File: config.mk
export PLATFORM = sky130hd
export DESIGN_NAME = win_scan_ctrl
export DESIGN_NICKNAME = d
export VERILOG_FILES = /design/src/rtl/win_scan_ctrl.sv
export SDC_FILE = /design/constraint.sdc
export NUM_CORES = 1
export LEC_CHECK = 0
export BUFFER_PORTS_ARGS = -buffer_cell sky130_fd_sc_hd__buf_4
export CAP_MARGIN = 20
export CORE_MARGIN = 5
export CORE_UTILIZATION = 35
export CTS_BUF_LIST = sky130_fd_sc_hd__clkbuf_2
export DETAILED_ROUTE_END_ITERATION = 8
export PLACE_DENSITY = 0.65
export SLEW_MARGIN = 20
export SYNTH_ARGS = -nofsm -noshare
export SYNTH_HDL_FRONTEND = slang
export SYNTH_SLANG_ARGS = --single-unit
File: constraint.sdc
create_clock -name clk -period 9.9 [get_ports clk]
set_input_delay 0 -clock clk [delete_from_list [all_inputs] [get_ports clk]]
set_output_delay 0 -clock clk [all_outputs]
set_load 0.1 [all_outputs]
File: src/rtl/win_scan_ctrl.sv
// Sequential five-in-a-row detector for the gobang board. It walks the four lines
// through the last move one cell per cycle and feeds a single shared run counter.
module win_scan_ctrl #(
    parameter int BOARD_N = 15,
    parameter int WIN_LEN = 5
) (
    input  logic                         clk,
    input  logic                         rst,
    input  logic                         start,
    input  logic [3:0]                   row,
    input  logic [3:0]                   col,
    input  logic [BOARD_N*BOARD_N-1:0]   ch,
    output logic                         busy,
    output logic                         done,
    output logic                         win,
    output logic [1:0]                   win_dir,
    output logic                         err
);

    localparam int CELLS = BOARD_N * BOARD_N;
    localparam int IDX_W = $clog2(CELLS);
    localparam int RUN_W = $clog2(WIN_LEN + 1);
    localparam logic signed [5:0] K_MIN   = 6'(1 - WIN_LEN);
    localparam logic signed [5:0] K_MAX   = 6'(WIN_LEN - 1);
    localparam logic signed [5:0] N_S     = 6'(BOARD_N);
    localparam logic [RUN_W-1:0]  RUN_WIN = RUN_W'(WIN_LEN);

    typedef enum logic [1:0] {
        IDLE,
        SCAN,
        DONE
    } state_t;

    state_t             state_q, state_d;
    logic [3:0]         row_q, row_d;
    logic [3:0]         col_q, col_d;
    logic [CELLS-1:0]   ch_q, ch_d;
    logic [1:0]         dir_q, dir_d;
    logic signed [5:0]  k_q, k_d;
    logic [RUN_W-1:0]   run_q, run_d;
    logic               busy_q, busy_d;
    logic               done_q, done_d;
    logic               win_q, win_d;
    logic [1:0]         win_dir_q, win_dir_d;
    logic               err_q, err_d;

    logic signed [5:0]  step_r, step_c;
    logic signed [5:0]  cell_r, cell_c;
    logic               cell_in;
    logic [IDX_W-1:0]   cell_idx;
    logic               stone;
    logic [RUN_W-1:0]   run_inc;
    logic               coord_ok;

    assign coord_ok = ({1'b0, row} < 5'(BOARD_N)) && ({1'b0, col} < 5'(BOARD_N));

    // Cell currently under examination; anything off the board reads as empty.
    always_comb begin
        step_r = (dir_q == 2'd0) ? 6'sd0 : k_q;
        case (dir_q)
            2'd0:    step_c = k_q;
            2'd1:    step_c = 6'sd0;
            2'd2:    step_c = k_q;
            default: step_c = -k_q;
        endcase
        cell_r   = $signed({2'b00, row_q}) + step_r;
        cell_c   = $signed({2'b00, col_q}) + step_c;
        cell_in  = (cell_r >= 6'sd0) && (cell_r < N_S) &&
                   (cell_c >= 6'sd0) && (cell_c < N_S);
        cell_idx = cell_in ? (IDX_W'(cell_r[3:0]) * IDX_W'(BOARD_N) + IDX_W'(cell_c[3:0]))
                           : '0;
        stone    = cell_in && ch_q[cell_idx];
        run_inc  = (run_q >= RUN_WIN) ? run_q : run_q + 1'b1;
    end

    always_comb begin
        state_d   = state_q;
        row_d     = row_q;
        col_d     = col_q;
        ch_d      = ch_q;
        dir_d     = dir_q;
        k_d       = k_q;
        run_d     = run_q;
        busy_d    = busy_q;
        done_d    = 1'b0;
        win_d     = win_q;
        win_dir_d = win_dir_q;
        err_d     = err_q;

        case (state_q)
            IDLE: begin
                if (start) begin
                    win_d     = 1'b0;
                    win_dir_d = 2'd0;
                    if (coord_ok) begin
                        row_d   = row;
                        col_d   = col;
                        ch_d    = ch;
                        err_d   = 1'b0;
                        run_d   = '0;
                        dir_d   = 2'd0;
                        k_d     = K_MIN;
                        busy_d  = 1'b1;
                        state_d = SCAN;
                    end else begin
                        err_d   = 1'b1;
                        done_d  = 1'b1;
                        state_d = DONE;
                    end
                end
            end

            SCAN: begin
                run_d = stone ? run_inc : '0;
                if (stone && (run_inc == RUN_WIN)) begin
                    win_d     = 1'b1;
                    win_dir_d = dir_q;
                    busy_d    = 1'b0;
                    done_d    = 1'b1;
                    state_d   = DONE;
                end else if (k_q == K_MAX) begin
                    // Runs never carry from one direction into the next.
                    run_d = '0;
                    k_d   = K_MIN;
                    if (dir_q == 2'd3) begin
                        busy_d  = 1'b0;
                        done_d  = 1'b1;
                        state_d = DONE;
                    end else begin
                        dir_d = dir_q + 2'd1;
                    end
                end else begin
                    k_d = k_q + 6'sd1;
                end
            end

            DONE: begin
                state_d = IDLE;
            end

            default: begin
                state_d = IDLE;
            end
        endcase
    end

    always_ff @(posedge clk or posedge rst) begin
        if (rst) begin
            state_q   <= IDLE;
            row_q     <= '0;
            col_q     <= '0;
            ch_q      <= '0;
            dir_q     <= '0;
            k_q       <= '0;
            run_q     <= '0;
            busy_q    <= 1'b0;
            done_q    <= 1'b0;
            win_q     <= 1'b0;
            win_dir_q <= '0;
            err_q     <= 1'b0;
        end else begin
            state_q   <= state_d;
            row_q     <= row_d;
            col_q     <= col_d;
            ch_q      <= ch_d;
            dir_q     <= dir_d;
            k_q       <= k_d;
            run_q     <= run_d;
            busy_q    <= busy_d;
            done_q    <= done_d;
            win_q     <= win_d;
            win_dir_q <= win_dir_d;
            err_q     <= err_d;
        end
    end

    assign busy    = busy_q;
    assign done    = done_q;
    assign win     = win_q;
    assign win_dir = win_dir_q;
    assign err     = err_q;

endmodule

==> metrics.md, run 1 <==
| Metric | Value |
|---|---|
| Gpl congestion | 0.864 |
| Cell chosen for the clock root | sky130_fd_sc_hd__clkbuf_2 |
| Seq/Total Area, Yosys | 47.0% |
| Number of distinct standard cells referenced by the synthesized netlist | 90 |
| Horiz. Die Dim | 206 µm |
| Ports | 242 |
| Post-Synthesis Mean Instance Area | 8.92 µm² |
| Floorplan row count | 71 |
| Post-CTS Setup Repair Bufs | 0 |
| First reported error | [ERROR RSZ-0060] Max buffer count reached. |
| Clock buffers created by TritonCTS | 74 |
| Count of yosys warnings during synthesis | 0 |
| H-tree level count | 3 |
| Net count after synthesis | 1,784 |
| Detailed placement HPWL | 29,200 µm |
| Clock sink total | 252 |
| Count of instances resized after the clock tree is built | 0 |
| Number of buffer cells added on primary ports | 241 |
| Number of synthesized flops with an enable pin | 0 |
| Share of synthesized flip-flops with an asynchronous set or reset | 100% |
| Post-Syn Instances | 1,505 |
| Seq cells post-synth | 252 |
| Most instantiated flip-flop cell in the synthesis netlist | sky130_fd_sc_hd__dfrtp_1 |
| Post-synthesis instance area | 13,400 µm² |
| Maximum clock path buffer count | 3 |
| Outcome | stopped before the end |
| Stage at which the run stopped | clock tree synthesis (4_1_cts) |
| Hold buffers post-CTS | 464 |
| Effective utilization at floorplan | 35.5% |
| Die Y | 206 µm |
[per-stage QoR]
stage	cells	cell area [µm²]	setup slack [ns]	hold slack, ns	utilization (%)
detailed placement	2185	15600	2.13	0.192	41.4
global placement	2185	15600	2.41	0.193	41.4
floorplan	1505	13400	2.97	0.105	-
[synth_stat cells (all sizes together), types with 6 or more instances]
cell type | n | area share [%]
nand2 | 735 | 21
dfrtp | 252 | 47
clkbuf | 58 | 1.6
mux4 | 38 | 6.4
inv | 37 | 1.0
ha | 34 | 3.2
nor2 | 32 | 0.93
a21oi | 31 | 1.3
o21ai | 30 | 1.2
buf | 23 | 1.0
mux2i | 23 | 1.7
o22ai | 16 | 0.79
mux2 | 12 | 1.0
a31oi | 10 | 0.47
nand3 | 10 | 0.37
nor3 | 10 | 0.54
o211ai | 10 | 0.77
fa | 9 | 1.3
a221oi | 7 | 0.77
nand4 | 7 | 0.33
nor2b | 7 | 0.33
o21bai | 6 | 0.34
[kinds of logic after synthesis]
logic type / count (synthesis) / share of synthesized area [%]
adders and majority gates: 43 / 4.51
buffers and inverters: 119 / 3.73
and+or+nand+nor: 835 / 25.0
xor gates and xnor gates: 8 / 0.522
AOI/OAI and AO/OA: 175 / 10.1
DFF: 252 / 47.0
muxes: 73 / 9.13
==> run 2, diff against run 1 <==
--- a/config.mk
+++ b/config.mk
@@ -8,10 +8,9 @@
 export BUFFER_PORTS_ARGS = -buffer_cell sky130_fd_sc_hd__buf_4
 export CAP_MARGIN = 20
 export CORE_MARGIN = 5
-export CORE_UTILIZATION = 35
-export CTS_BUF_LIST = sky130_fd_sc_hd__clkbuf_2
+export CORE_UTILIZATION = 20
 export DETAILED_ROUTE_END_ITERATION = 8
-export PLACE_DENSITY = 0.65
+export PLACE_DENSITY_LB_ADDON = 0.15
 export SLEW_MARGIN = 20
 export SYNTH_ARGS = -nofsm -noshare
 export SYNTH_HDL_FRONTEND = slang
==> run 2 against run 1 <==
- the flow now finishes without violations
- area after synthesis stayed put
- synthesized cell count unchanged
==> metrics.md, run 2 <==
| Metric | Value |
|---|---|
| Outcome | complete, no violations (was stopped before the end) |
| Count of instances resized after the clock tree is built | 0 (unchanged) |
| Count leader, synth | sky130_fd_sc_hd__nand2_1 (unchanged) |
| Most used routing layer | met2 |
| Delay of the slowest cell on the worst path | 0.69 ns |
| Count of final max-slew check failures | 0 |
| Final Hold Fails | 0 |
| Initial antenna violation count | 0 |
| Routed len/inst | 17.6 µm |
| Critical path buffers and inverters | 5 |
| Critical path startpoint category | register |
| Critical path type | register to register |
| Data required time of the critical path | 10.35 ns |
| Top cell types by occurrence after synthesis | sky130_fd_sc_hd__nand2_1 (734), sky130_fd_sc_hd__dfrtp_1 (252), sky130_fd_sc_hd__clkbuf_1 (58), sky130_fd_sc_hd__mux4_2 (38), sky130_fd_sc_hd__inv_1 (36) (unchanged) |
| Pre-CTS worst setup slack | 2.21 ns (was 2.13 ns) |
| Post-synthesis instance area | 13,400 µm² (unchanged) |
| Placed insts | 2,550 (was 2,185) |
| Share of synthesized flip-flops with an asynchronous set or reset | 100% (unchanged) |
| Arrival time at the worst endpoint | 8.08 ns |
| Setup slack of the worst register-to-register path | 2.27 ns |
| Clock sink total | 252 (unchanged) |
| Worst hold slack after final layout | 0.141 ns |
| Number of global-route vias before repair | 12,800 |
| # setup viols final | 0 |
| Type of destination of the critical path | register |
| Number of buffer cells added on primary ports | 241 (unchanged) |
| First-pass GRT wire length | 76,700 µm |
| Top cells by area in the synthesized netlist | sky130_fd_sc_hd__dfrtp_1 (47%), sky130_fd_sc_hd__nand2_1 (21%), sky130_fd_sc_hd__mux4_2 (6.4%) (unchanged) |
| Most instantiated flip-flop cell in the synthesis netlist | sky130_fd_sc_hd__dfrtp_1 (unchanged) |
| Total number of nets in the final design | 2,225 |
| Clock slew at reported path FFs | 0.06 ns |
| Largest registers | ch_q x225, k_q x6 |
| Core Area | 66,900 µm² |
| Count of yosys warnings during synthesis | 0 (unchanged) |
| Layout cells sized above 1 | 20.2% |
| Worst-margin pin slew | 0.968 ns |
| H-tree level count | 1 (was 3) |
| Time the final worst path needs with I/O delays and setup | 7.63 ns |
| Post-Route Skew | 0.0246 ns |
| Most common library cell in the layout ignoring fill and taps | sky130_fd_sc_hd__nand2_1 |
| Total die area | 72,400 µm² |
| ANT nets after route | 0 |
| Number of distinct standard cells referenced by the synthesized netlist | 90 (unchanged) |
| Horiz. Die Dim | 269 µm (was 206 µm) |
| Final cell count without fillers | 2,841 |
| Effective utilization at floorplan | 20.1% (was 35.5%) |
| Total number of vias | 12,100 |
| Critical path startpoint | dir_q[0] |
| Gr ovfl total | 0 |
| Met2 usage | 23.1% |
| Layout overhead on the synthesized area | 45.5% |
| Post-Syn Instances | 1,505 (unchanged) |
| Sum of negative setup slack | 0 ns |
| Seq/Total Area, Yosys | 47.0% (unchanged) |
| FMAX | 131 MHz |
| Net count after synthesis | 1,784 (unchanged) |
| Ports | 242 (unchanged) |
| Number of synthesized flops with an enable pin | 0 (unchanged) |
| Final worst slack | 2.27 ns |
| Pin count of the biggest net entering global routing | 119 |
| Drc violations | 0 |
| Clock buffers created by TritonCTS | 31 (was 74) |
| Maximum clock path buffer count | 3 (unchanged) |
| Largest delay share family, worst path | adder cells |
| Gpl congestion | 0.788 (was 0.864) |
| Final clock period utilization by the worst path | 77.1% |
| Gr usage total | 13.6% |
| Number of iterations in the first detailed-routing pass | 5 |
| Master of the slowest instance on the critical path | sky130_fd_sc_hd__xnor2_2 |
| Via count normalized by instance count | 4.24 |
| Top library cells by usage in the layout, fill and taps aside | sky130_fd_sc_hd__nand2_1 (733), sky130_fd_sc_hd__buf_4 (253), sky130_fd_sc_hd__dfrtp_1 (252) |
| Cell chosen for the clock root | sky130_fd_sc_hd__clkbuf_16 (was sky130_fd_sc_hd__clkbuf_2) |
| Die Y | 269 µm (was 206 µm) |
| Clock insertion delay at the later pin of the skew report | 0.60 ns |
| CTS tree | yes |
| Met3 routing resource usage after global routing | 1.61% |
| RSZ-0062 raised after global routing | no |
| Post-CTS Setup Repair Bufs | 0 (unchanged) |
| Origin of the critical flop-to-flop path | dir_q[0] |
| Post-Synthesis Mean Instance Area | 8.92 µm² (unchanged) |
| Biggest area consumer among synthesized cells | sky130_fd_sc_hd__dfrtp_1 (unchanged) |
| Worst slew margin relative to its limit | 35.0% |
| Largest fanout of any net on the critical path | 15 |
| Floorplan row count | 95 (was 71) |
| Detailed placement HPWL | 35,500 µm (was 29,200 µm) |
| Worst hold path startpoint | ch[107] |
| Max reg flops | 225 |
| Post-synth top area share | 47.0% (unchanged) |
| Max_cap viols | 0 |
| Crit-path most repeated cell | sky130_fd_sc_hd__inv_1 |
| Met1 demand-to-capacity share in global routing | 18.3% |
| Count of fill cells added during filler insertion | 7,082 |
| Path category of the worst min-delay check | input pin to register |
| Seq cells post-synth | 252 (unchanged) |
| Top register by number of flip-flops | ch_q |
| Final wirelength | 50,100 µm |
| DRT iter0 DRCs | 677 |
| Final antenna diode count | 0 |
## run 2: cell counts after synthesis
No cell type changed its count.
## run 2: routing by layer
layer	wire length (µm)	up-vias	share of wire, %
met4	1320	0	2.6
met3	1730	66	3.5
met5	0	-	0
li1	-	5896	-
met1	22600	5839	45
met2	24500	256	49
## run 2: cells by family after synthesis
logic type / count (synthesis) / share of synthesized area (%)
simple gates: 835 / 25.0
flops: 252 / 47.0
compound gates: 175 / 10.1
buf+inv: 119 / 3.73
mux: 73 / 9.13
fa+ha+maj: 43 / 4.51
xor+xnor: 8 / 0.522
## run 2: cell type report
| class | instances | area (µm²) | area share, % |
|---|---|---|---|
| tap | 873 | 1090 | 5.59 |
| clock inverter | 11 | 124 | 0.634 |
| clock buffer | 44 | 905 | 4.63 |
| inverter | 38 | 150 | 0.769 |
| timing repair buffer | 489 | 4280 | 21.9 |
| sequential | 252 | 6310 | 32.3 |
| multi-input combinational | 1134 | 6680 | 34.2 |
## run 2: timing repair
action,4_1_cts,5_1_grt
hold buffers,235,0
endpoints found under the hold margin,355,0
setup endpoints to repair,0,0
## run 2: worst paths after layout
| path | endpoint | cells after the start |
|---|---|---|
| max in group asynchronous | ch_q[58] | 4 |
| hold reg to reg | ch_q[68] | 2 |
| setup reg to reg | k_q[0] | 25 |
| setup / recovery | k_q[0] | 25 |
| hold / removal | ch_q[107] | 4 |
| min in group asynchronous | ch_q[37] | 3 |
## run 2: stage by stage
| stage | instance area [µm²] | util [%] |
|---|---|---|
| after floorplan | 13400 | - |
| after global placement | 16100 | 24.1 |
| after detailed placement | 16100 | 24.1 |
| after CTS | 19500 | 29.1 |
| after global routing | 19500 | 29.2 |
| final | 19500 | 29.2 |
## run 2: worst min-delay path, stage by stage
cell and delay (ns):
sky130_fd_sc_hd__dlygate4sd3_1 0.52, sky130_fd_sc_hd__buf_4 0.09, sky130_fd_sc_hd__nand2_1 0.04, sky130_fd_sc_hd__nand2_1 0.05
Power of run 2 is left out: the tool's default activity adds up to more than one toggle a clock period on the data nets, which glitch-free logic cannot reach.
